[src/rtl/disp_mux_pkg.sv]
// Shared reset constants and a constant-evaluable clog2 for the display channel mux.
package disp_mux_pkg;

    localparam logic [31:0] DISP_RST_DATA  = 32'hAA5555AA;
    localparam logic [7:0]  DISP_RST_BLINK = 8'hFF;
    localparam logic [7:0]  DISP_RST_POINT = 8'h00;

    function automatic int unsigned disp_clog2(input int unsigned v);
        int unsigned r;
        r = 0;
        while ((64'd1 << r) < 64'(v)) begin
            r++;
        end
        return r;
    endfunction

endpackage

[src/rtl/disp_scan_timer.sv]
// Auto-scan dwell counter and cyclic search for the next enabled channel.
// Compiled only when DISP_AUTOSCAN_EN is defined.
`ifdef DISP_AUTOSCAN_EN
module disp_scan_timer
    import disp_mux_pkg::*;
#(
    parameter int unsigned NCH   = 8,
    parameter int unsigned DWELL = 50_000_000
) (
    input  logic                        clk,
    input  logic                        rst,
    input  logic [disp_clog2(NCH)-1:0]  cur_ch_i,
    input  logic [NCH-1:0]              scan_mask_i,
    input  logic                        active_i,
    output logic                        step_c_o,
    output logic [disp_clog2(NCH)-1:0]  next_ch_c_o
);

    localparam int unsigned SW = disp_clog2(NCH);
    localparam int unsigned CW = disp_clog2(DWELL);

    logic [CW-1:0] cnt_q, cnt_d;
    logic [SW-1:0] idx_c;
    logic          found_c;

    // First enabled channel above cur_ch, wrapping; falls back to cur_ch itself.
    always_comb begin
        next_ch_c_o = cur_ch_i;
        found_c     = 1'b0;
        idx_c       = '0;
        for (int i = 1; i <= int'(NCH); i++) begin
            idx_c = SW'((32'(cur_ch_i) + 32'(i)) % NCH);
            if (!found_c && scan_mask_i[idx_c]) begin
                next_ch_c_o = idx_c;
                found_c     = 1'b1;
            end
        end
    end

    always_comb begin
        cnt_d    = cnt_q;
        step_c_o = 1'b0;
        if (!active_i || (scan_mask_i == '0)) begin
            cnt_d = '0;
        end else if (cnt_q == CW'(DWELL - 1)) begin
            cnt_d    = '0;
            step_c_o = 1'b1;
        end else begin
            cnt_d = cnt_q + CW'(1);
        end
    end

    always_ff @(posedge clk or posedge rst) begin
        if (rst) begin
            cnt_q <= '0;
        end else begin
            cnt_q <= cnt_d;
        end
    end

endmodule
`endif

[src/rtl/disp_chan_mux.sv]
// Display source selector: channel-0 CPU latch plus live test buses, registered outputs.
// Auto-scan rotation is built only when DISP_AUTOSCAN_EN is defined.
module disp_chan_mux
    import disp_mux_pkg::*;
#(
    parameter int unsigned NCH   = 8,
    parameter int unsigned DW    = 32,
    parameter int unsigned DWELL = 50_000_000
) (
    input  logic                        clk,
    input  logic                        rst,
    input  logic                        EN,
    input  logic [disp_clog2(NCH)-1:0]  Test,
    input  logic                        auto,
    input  logic [NCH-1:0]              scan_mask,
    input  logic [DW-1:0]               Data0,
    input  logic [(NCH-1)*DW-1:0]       test_data,
    input  logic [NCH*8-1:0]            point_in,
    input  logic [NCH*8-1:0]            blink_in,
    output logic [DW-1:0]               Disp_num,
    output logic [7:0]                  point_out,
    output logic [7:0]                  blink_out,
    output logic [disp_clog2(NCH)-1:0]  cur_ch,
    output logic                        ch_chg
);

    localparam int unsigned SW = disp_clog2(NCH);

    logic [DW-1:0] d0_q, disp_q, sel_data_c;
    logic [7:0]    p0_q, b0_q, point_q, blink_q, sel_point_c, sel_blink_c;
    logic [SW-1:0] cur_q, next_ch_c, manual_ch_c;
    logic          chg_q;

    // Out-of-range selects (non-power-of-two NCH) fall back to channel 0.
    assign manual_ch_c = (32'(Test) >= NCH) ? '0 : Test;

`ifdef DISP_AUTOSCAN_EN
    logic          step_c;
    logic [SW-1:0] hit_c;

    disp_scan_timer #(
        .NCH   (NCH),
        .DWELL (DWELL)
    ) u_scan_timer (
        .clk         (clk),
        .rst         (rst),
        .cur_ch_i    (cur_q),
        .scan_mask_i (scan_mask),
        .active_i    (auto),
        .step_c_o    (step_c),
        .next_ch_c_o (hit_c)
    );

    always_comb begin
        next_ch_c = manual_ch_c;
        if (auto) begin
            if (scan_mask == '0) begin
                next_ch_c = '0;
            end else if (step_c) begin
                next_ch_c = hit_c;
            end else begin
                next_ch_c = cur_q;
            end
        end
    end
`else
    logic unused_c;
    assign unused_c  = ^{auto, scan_mask, 32'(DWELL)};
    assign next_ch_c = manual_ch_c;
`endif

    // Channel 0 comes from the latched CPU registers, the rest are live.
    always_comb begin
        sel_data_c  = d0_q;
        sel_point_c = p0_q;
        sel_blink_c = b0_q;
        for (int k = 1; k < int'(NCH); k++) begin
            if (next_ch_c == SW'(k)) begin
                sel_data_c  = test_data[(k-1)*DW +: DW];
                sel_point_c = point_in[k*8 +: 8];
                sel_blink_c = blink_in[k*8 +: 8];
            end
        end
    end

    always_ff @(posedge clk or posedge rst) begin
        if (rst) begin
            d0_q    <= DW'(DISP_RST_DATA);
            p0_q    <= DISP_RST_POINT;
            b0_q    <= DISP_RST_BLINK;
            disp_q  <= DW'(DISP_RST_DATA);
            point_q <= DISP_RST_POINT;
            blink_q <= DISP_RST_BLINK;
            cur_q   <= '0;
            chg_q   <= 1'b0;
        end else begin
            if (EN) begin
                d0_q <= Data0;
                p0_q <= point_in[7:0];
                b0_q <= blink_in[7:0];
            end
            disp_q  <= sel_data_c;
            point_q <= sel_point_c;
            blink_q <= sel_blink_c;
            cur_q   <= next_ch_c;
            chg_q   <= (next_ch_c != cur_q);
        end
    end

    assign Disp_num  = disp_q;
    assign point_out = point_q;
    assign blink_out = blink_q;
    assign cur_ch    = cur_q;
    assign ch_chg    = chg_q;

endmodule
[config.mk]
export PLATFORM = sky130hd
export DESIGN_NAME = disp_chan_mux
export DESIGN_NICKNAME = d
export VERILOG_FILES = /design/src/rtl/disp_mux_pkg.sv /design/src/rtl/disp_scan_timer.sv /design/src/rtl/disp_chan_mux.sv
export SDC_FILE = /design/constraint.sdc
export NUM_CORES = 1
export LEC_CHECK = 0
export BUFFER_PORTS_ARGS = -buffer_cell sky130_fd_sc_hd__buf_4
export CAP_MARGIN = 20
export CORE_AREA = 2 2 173 175
export DETAILED_ROUTE_END_ITERATION = 6
export DIE_AREA = 0 0 175 177
export PLACE_DENSITY_LB_ADDON = 0.08
export SKIP_LAST_GASP = 1
export SLEW_MARGIN = 40
export SYNTH_ARGS = -nofsm -noshare
export SYNTH_HDL_FRONTEND = slang
export SYNTH_SLANG_ARGS = --single-unit
[constraint.sdc]
create_clock -name clk -period 8.05 [get_ports clk]
set_input_delay 2.0125 -clock clk [delete_from_list [all_inputs] [get_ports clk]]
set_output_delay 2.0125 -clock clk [all_outputs]
set_load 0.02 [all_outputs]
== Word level (Yosys, flattened, before mapping) ==
Index checks and enable logic that the tools add are counted.
Storage, ports and cells
  register bits: 100
  input bits: 399
  output and inout port bits: 52
  word-level logic and storage cells: 37
Operators by class
  equal/unequal tests: 8
  multiplexer cells: 21
Operator list (count)
  $mux 32: 7
  $mux 8: 14
  $eq 3x3->1 const B: 4
  $eq 3x2->1 const B: 2
  $eq 3x1->1 const B: 1
  $ne 3x3->1: 1

== Depth between registers and ports, before layout ==
  word-level depth: 8
  mapped depth: 7
  mapped depth without buffers: 4

== Least setup slack after synthesis ==
OpenSTA, ideal clock, no wires.
  path type: input -> register
  start: input Test[0]
  end: register disp_q[0] (netlist: Disp_num[0])
  setup time: 0.123 ns
  arrival time: 3.030 ns
  required time: 7.927 ns
  slack: 4.897 ns
  cell stages on the path: 5
  path buffers: 3
  cell sequence: buf_6 > buf_6 > buf_2 > mux2_2 > o221a_1
Between the ends
  word-level cells in the longest chain between the ends: 8
  elaborated cells on any way between the ends: 14
  those cells by class: eq/ne: 7; mux: 7
RTL lines
  from (decl): RTL line disp_chan_mux.sv:13  | input logic [disp_clog2(NCH)-1:0] Test,
  $eq 3x1->1: RTL line disp_chan_mux.sv:78  | if (next_ch_c == SW'(k)) begin
  $mux 32 (6 in series): RTL line disp_chan_mux.sv:78
  $mux 32 *: RTL line disp_chan_mux.sv:78
  named net sel_data_c[0]: RTL line disp_chan_mux.sv:29  | logic [DW-1:0] d0_q, disp_q, sel_data_c;
  to (signal assigned): RTL line disp_chan_mux.sv:91  | disp_q <= DW'(DISP_RST_DATA);
  to (signal assigned): RTL line disp_chan_mux.sv:102  | disp_q <= sel_data_c;
  to (decl): RTL line disp_chan_mux.sv:29
The timed path passes the listed nets; every way through them passes the cells marked *.
A chain may end at the register's enable or synchronous reset.

== Final worst setup path ==
  start: input Test[2]
  end: register point_q[1] (netlist: point_out[1])
Between the ends
  word-level cells in the longest chain between the ends: 8
  elaborated cells on any way between the ends: 14
  those cells by class: eq/ne: 7; mux: 7
RTL lines
  $eq 3x1->1: RTL line disp_chan_mux.sv:78
  $mux 8 (6 in series): RTL line disp_chan_mux.sv:78
  $mux 8 *: RTL line disp_chan_mux.sv:78
  named net sel_point_c[1]: RTL line disp_chan_mux.sv:30  | logic [7:0] p0_q, b0_q, point_q, blink_q, sel_point_c, sel_blink_c;
  to (signal assigned): RTL line disp_chan_mux.sv:103  | point_q <= sel_point_c;
  to (decl): RTL line disp_chan_mux.sv:30
Marks and branches as above.

==> flow_metrics.py <==
metrics = {
    "outcome": {
        "status": "finished, final reports clean",
    },
    "route": {
        "antenna_left": 0,
        "drc_errors": 0,
        "viasPerCell": 4.94,
        "dr.first_iter.drc_count": 294,
        "firstDrtPassIters": 5,
        "vias": 7149,
        "routed_wl_um": 31300,
        "wl_per_cell_um": 21.7,
    },
    "yosys": {
        "synth-simple-area-share_pct": 6.18,
        "ys_warn_count": 0,
        "synthAdderAreaFrac_pct": 0,
        "synthMuxAreaShare_pct": 25.4,
        "netlist_instances": 664,
        "synth.ff_latch_count": 100,
        "synth_area_mm2": 0.00708,
        "synthXorXnorAreaFrac_pct": 0.371,
        "yosysSeqAreaShare_pct": 36.2,
        "synth_top_family_by_area": "multiplexers",
        "synth_cell_types": 36,
        "synth_nets": 1063,
        "synth-compound-area-share_pct": 25.2,
        "postSynthAreaPerCell_um2": 10.7,
    },
    "clock_network": {
        "hold_buffers": 0,
        "post_cts_buffers": 0,
        "max-clock-path-buffers": 2,
        "cts_buffers": 9,
        "worstSkewPairLatency_ns": 0.36,
        "cts-root-buf": "clkbuf_16",
        "cts.sinks": 100,
        "cts_tree": "built",
        "path_clk_slew_ns": 0.08,
        "htree_levels": 3,
        "ctsResizeCount": 0,
    },
    "cells_and_area": {
        "drive_above_1_share_pct": 61.5,
        "design_area_mm2": 0.0109,
        "fin_nets": 1450,
        "num_antenna_cells": 0,
        "stdcell_count": 1446,
        "layout_common_cells": "446 x buf_4, 85 x mux2_2, 52 x dfrtp_1, 52 x a21oi_1, 48 x dfstp_2",
        "utilization_pct": 37.2,
        "final_common_cell": "buf_4",
        "syn2layout_area_growth_pct": 53.4,
    },
    "floorplanning": {
        "io_pins": 451,
        "initial_utilization_pct": 24.2,
        "die_h_um": 177,
        "core_area_mm2": 0.0292,
        "fp.dieW_um": 175,
        "dieArea_mm2": 0.0310,
        "rows": 63,
    },
    "sta": {
        "fin_ws_ns": 3.95,
        "rsz0062_at_grt": "false",
        "final.setup.tns_ns": 0,
        "finalCritPeriodShare_pct": 51.0,
        "worstMarginPinSlew_ns": 0.784,
        "worst_clock_skew_ns": 0.0111,
        "finalMaxSlewViolations": 0,
        "maxClockFrequency_mhz": 244,
        "fin_hold_ws_ns": 0.510,
        "finalHoldViolations": 0,
        "fin_crit_ns": 4.10,
        "finalSetupViolCount": 0,
        "maxSlewHeadroom_pct": 47.7,
    },
    "global_routing": {
        "grt_overflow_total": 0,
        "grt_pass1_vias": 7564,
        "grt_pass1_wl_um": 46700,
        "antenna_found_initial": 0,
        "grt_start_max_net_pins": 76,
        "track_usage_pct": 19.8,
    },
    "critical_path": {
        "worstPathMaxFanout": 64,
        "critPathArrivalTime_ns": 4.35,
        "critPathLaunchType": "input port",
        "endpoint_kind": "register",
        "crit_type": "in2reg",
        "crit_required_ns": 8.30,
    },
    "power": {
        "finalPower_mw": 1.58,
        "leakage_nw": 4.82,
        "max-vdd-ir-drop_uv": 109,
        "p_per_area_mw_per_mm2": 146,
    },
    "job": {
        "maxCapViolCount": 0,
    },
    "placement": {
        "dp.final_hpwl_um": 22400,
        "dp.cells": 1430,
        "placed_area_mm2": 0.0106,
        "io_buffers": 441,
        "gp_congestion": 0.788,
        "post-place-ws_ns": 3.56,
    },
    "worst_hold_path": {
        "min_path_type": "reg2reg",
    },
}
==> cell type report <==
| cell class | count | area (um2) |
|---|---|---|
| clock buffer | 9 | 225 |
| clock inverter | 7 | 71.3 |
| fill | 3033 | 18400 |
| inverter | 15 | 61.3 |
| multi-input combinational | 476 | 4070 |
| sequential | 100 | 2560 |
| tap | 390 | 488 |
| timing repair buffer | 449 | 3380 |
==> worst max-delay path, stage by stage <==
cell      delay, ns
buf_4          0.53
buf_4          0.73
nor2_2         0.07
buf_4          0.26
a221oi_1       0.36
o22ai_1        0.16
o221a_2        0.14
==> flip-flops by register name, indices dropped and copies added, names as in the netlist <==
register / flops
Disp_num: 32
b0_q: 8
blink_out: 8
ch_chg: 1
cur_ch: 3
d0_q: 32
p0_q: 8
point_out: 8
==> synthesized netlist by cell type (all sizes together) <==
library cell	number	area, um2
clkbuf	11	41.3
a22o	1	8.76
nand3	1	5.00
dfrtp	52	1300
mux2i	29	290
nor2	31	116
a21boi	5	37.5
o32a	1	10.0
a22oi	12	90.1
o221a	20	225
o221ai	16	140
a21oi	52	260
xnor2	3	26.3
mux4	20	450
o2bb2ai	5	43.8
inv	15	56.3
nand2b	21	131
a311oi	1	8.76
mux2	94	1060
nand2	26	97.6
a221oi	41	478
o32ai	1	8.76
dfstp	48	1260
nor2b	14	87.6
buf	62	377
o22ai	26	163
a211oi	11	82.6
o21ai	44	220
o21bai	1	7.51
==> cells by family (layout without fill, tap and decap cells) <==
| group | count (synthesis) | after routing |
|---|---|---|
| AOI/OAI and AO/OA | 237 | 237 |
| muxes | 143 | 143 |
| DFF | 100 | 100 |
| and+or+nand+nor | 93 | 93 |
| buffers and inverters | 88 | 480 |
| xor gates and xnor gates | 3 | 3 |
==> power breakdown <==
part           leakage, nW  switching (mW)  internal [mW]
clock                0.139           0.234          0.219
sequential            1.11          0.0281          0.579
combinational         3.57           0.236          0.287
==> path summary, 6_finish.rpt <==
check / start / to / slack (ns) / depth (start not counted)
min in group asynchronous: rst / point_out[1] / 1.76 / 2
hold / removal: d0_q[19] / d0_q[19] / 0.51 / 1
max in group asynchronous: rst / p0_q[7] / 5.09 / 3
hold reg to reg: d0_q[19] / d0_q[19] / 0.51 / 1
setup reg to reg: d0_q[11] / Disp_num[11] / 6.71 / 4
setup / recovery: Test[2] / point_out[1] / 3.95 / 7
==> layer usage <==
| metal | track usage, % | routed length [um] | vias up |
|---|---|---|---|
| met3 | 4.70 | 2030 | 26 |
| met4 | 5.14 | 543 | 0 |
| met5 | 0 | 0 | - |
| met1 | 24.2 | 13000 | 3495 |
| li1 | - | - | 3341 |
| met2 | 34.9 | 15800 | 287 |
Note: power is estimated with default switching activity, not from simulation.
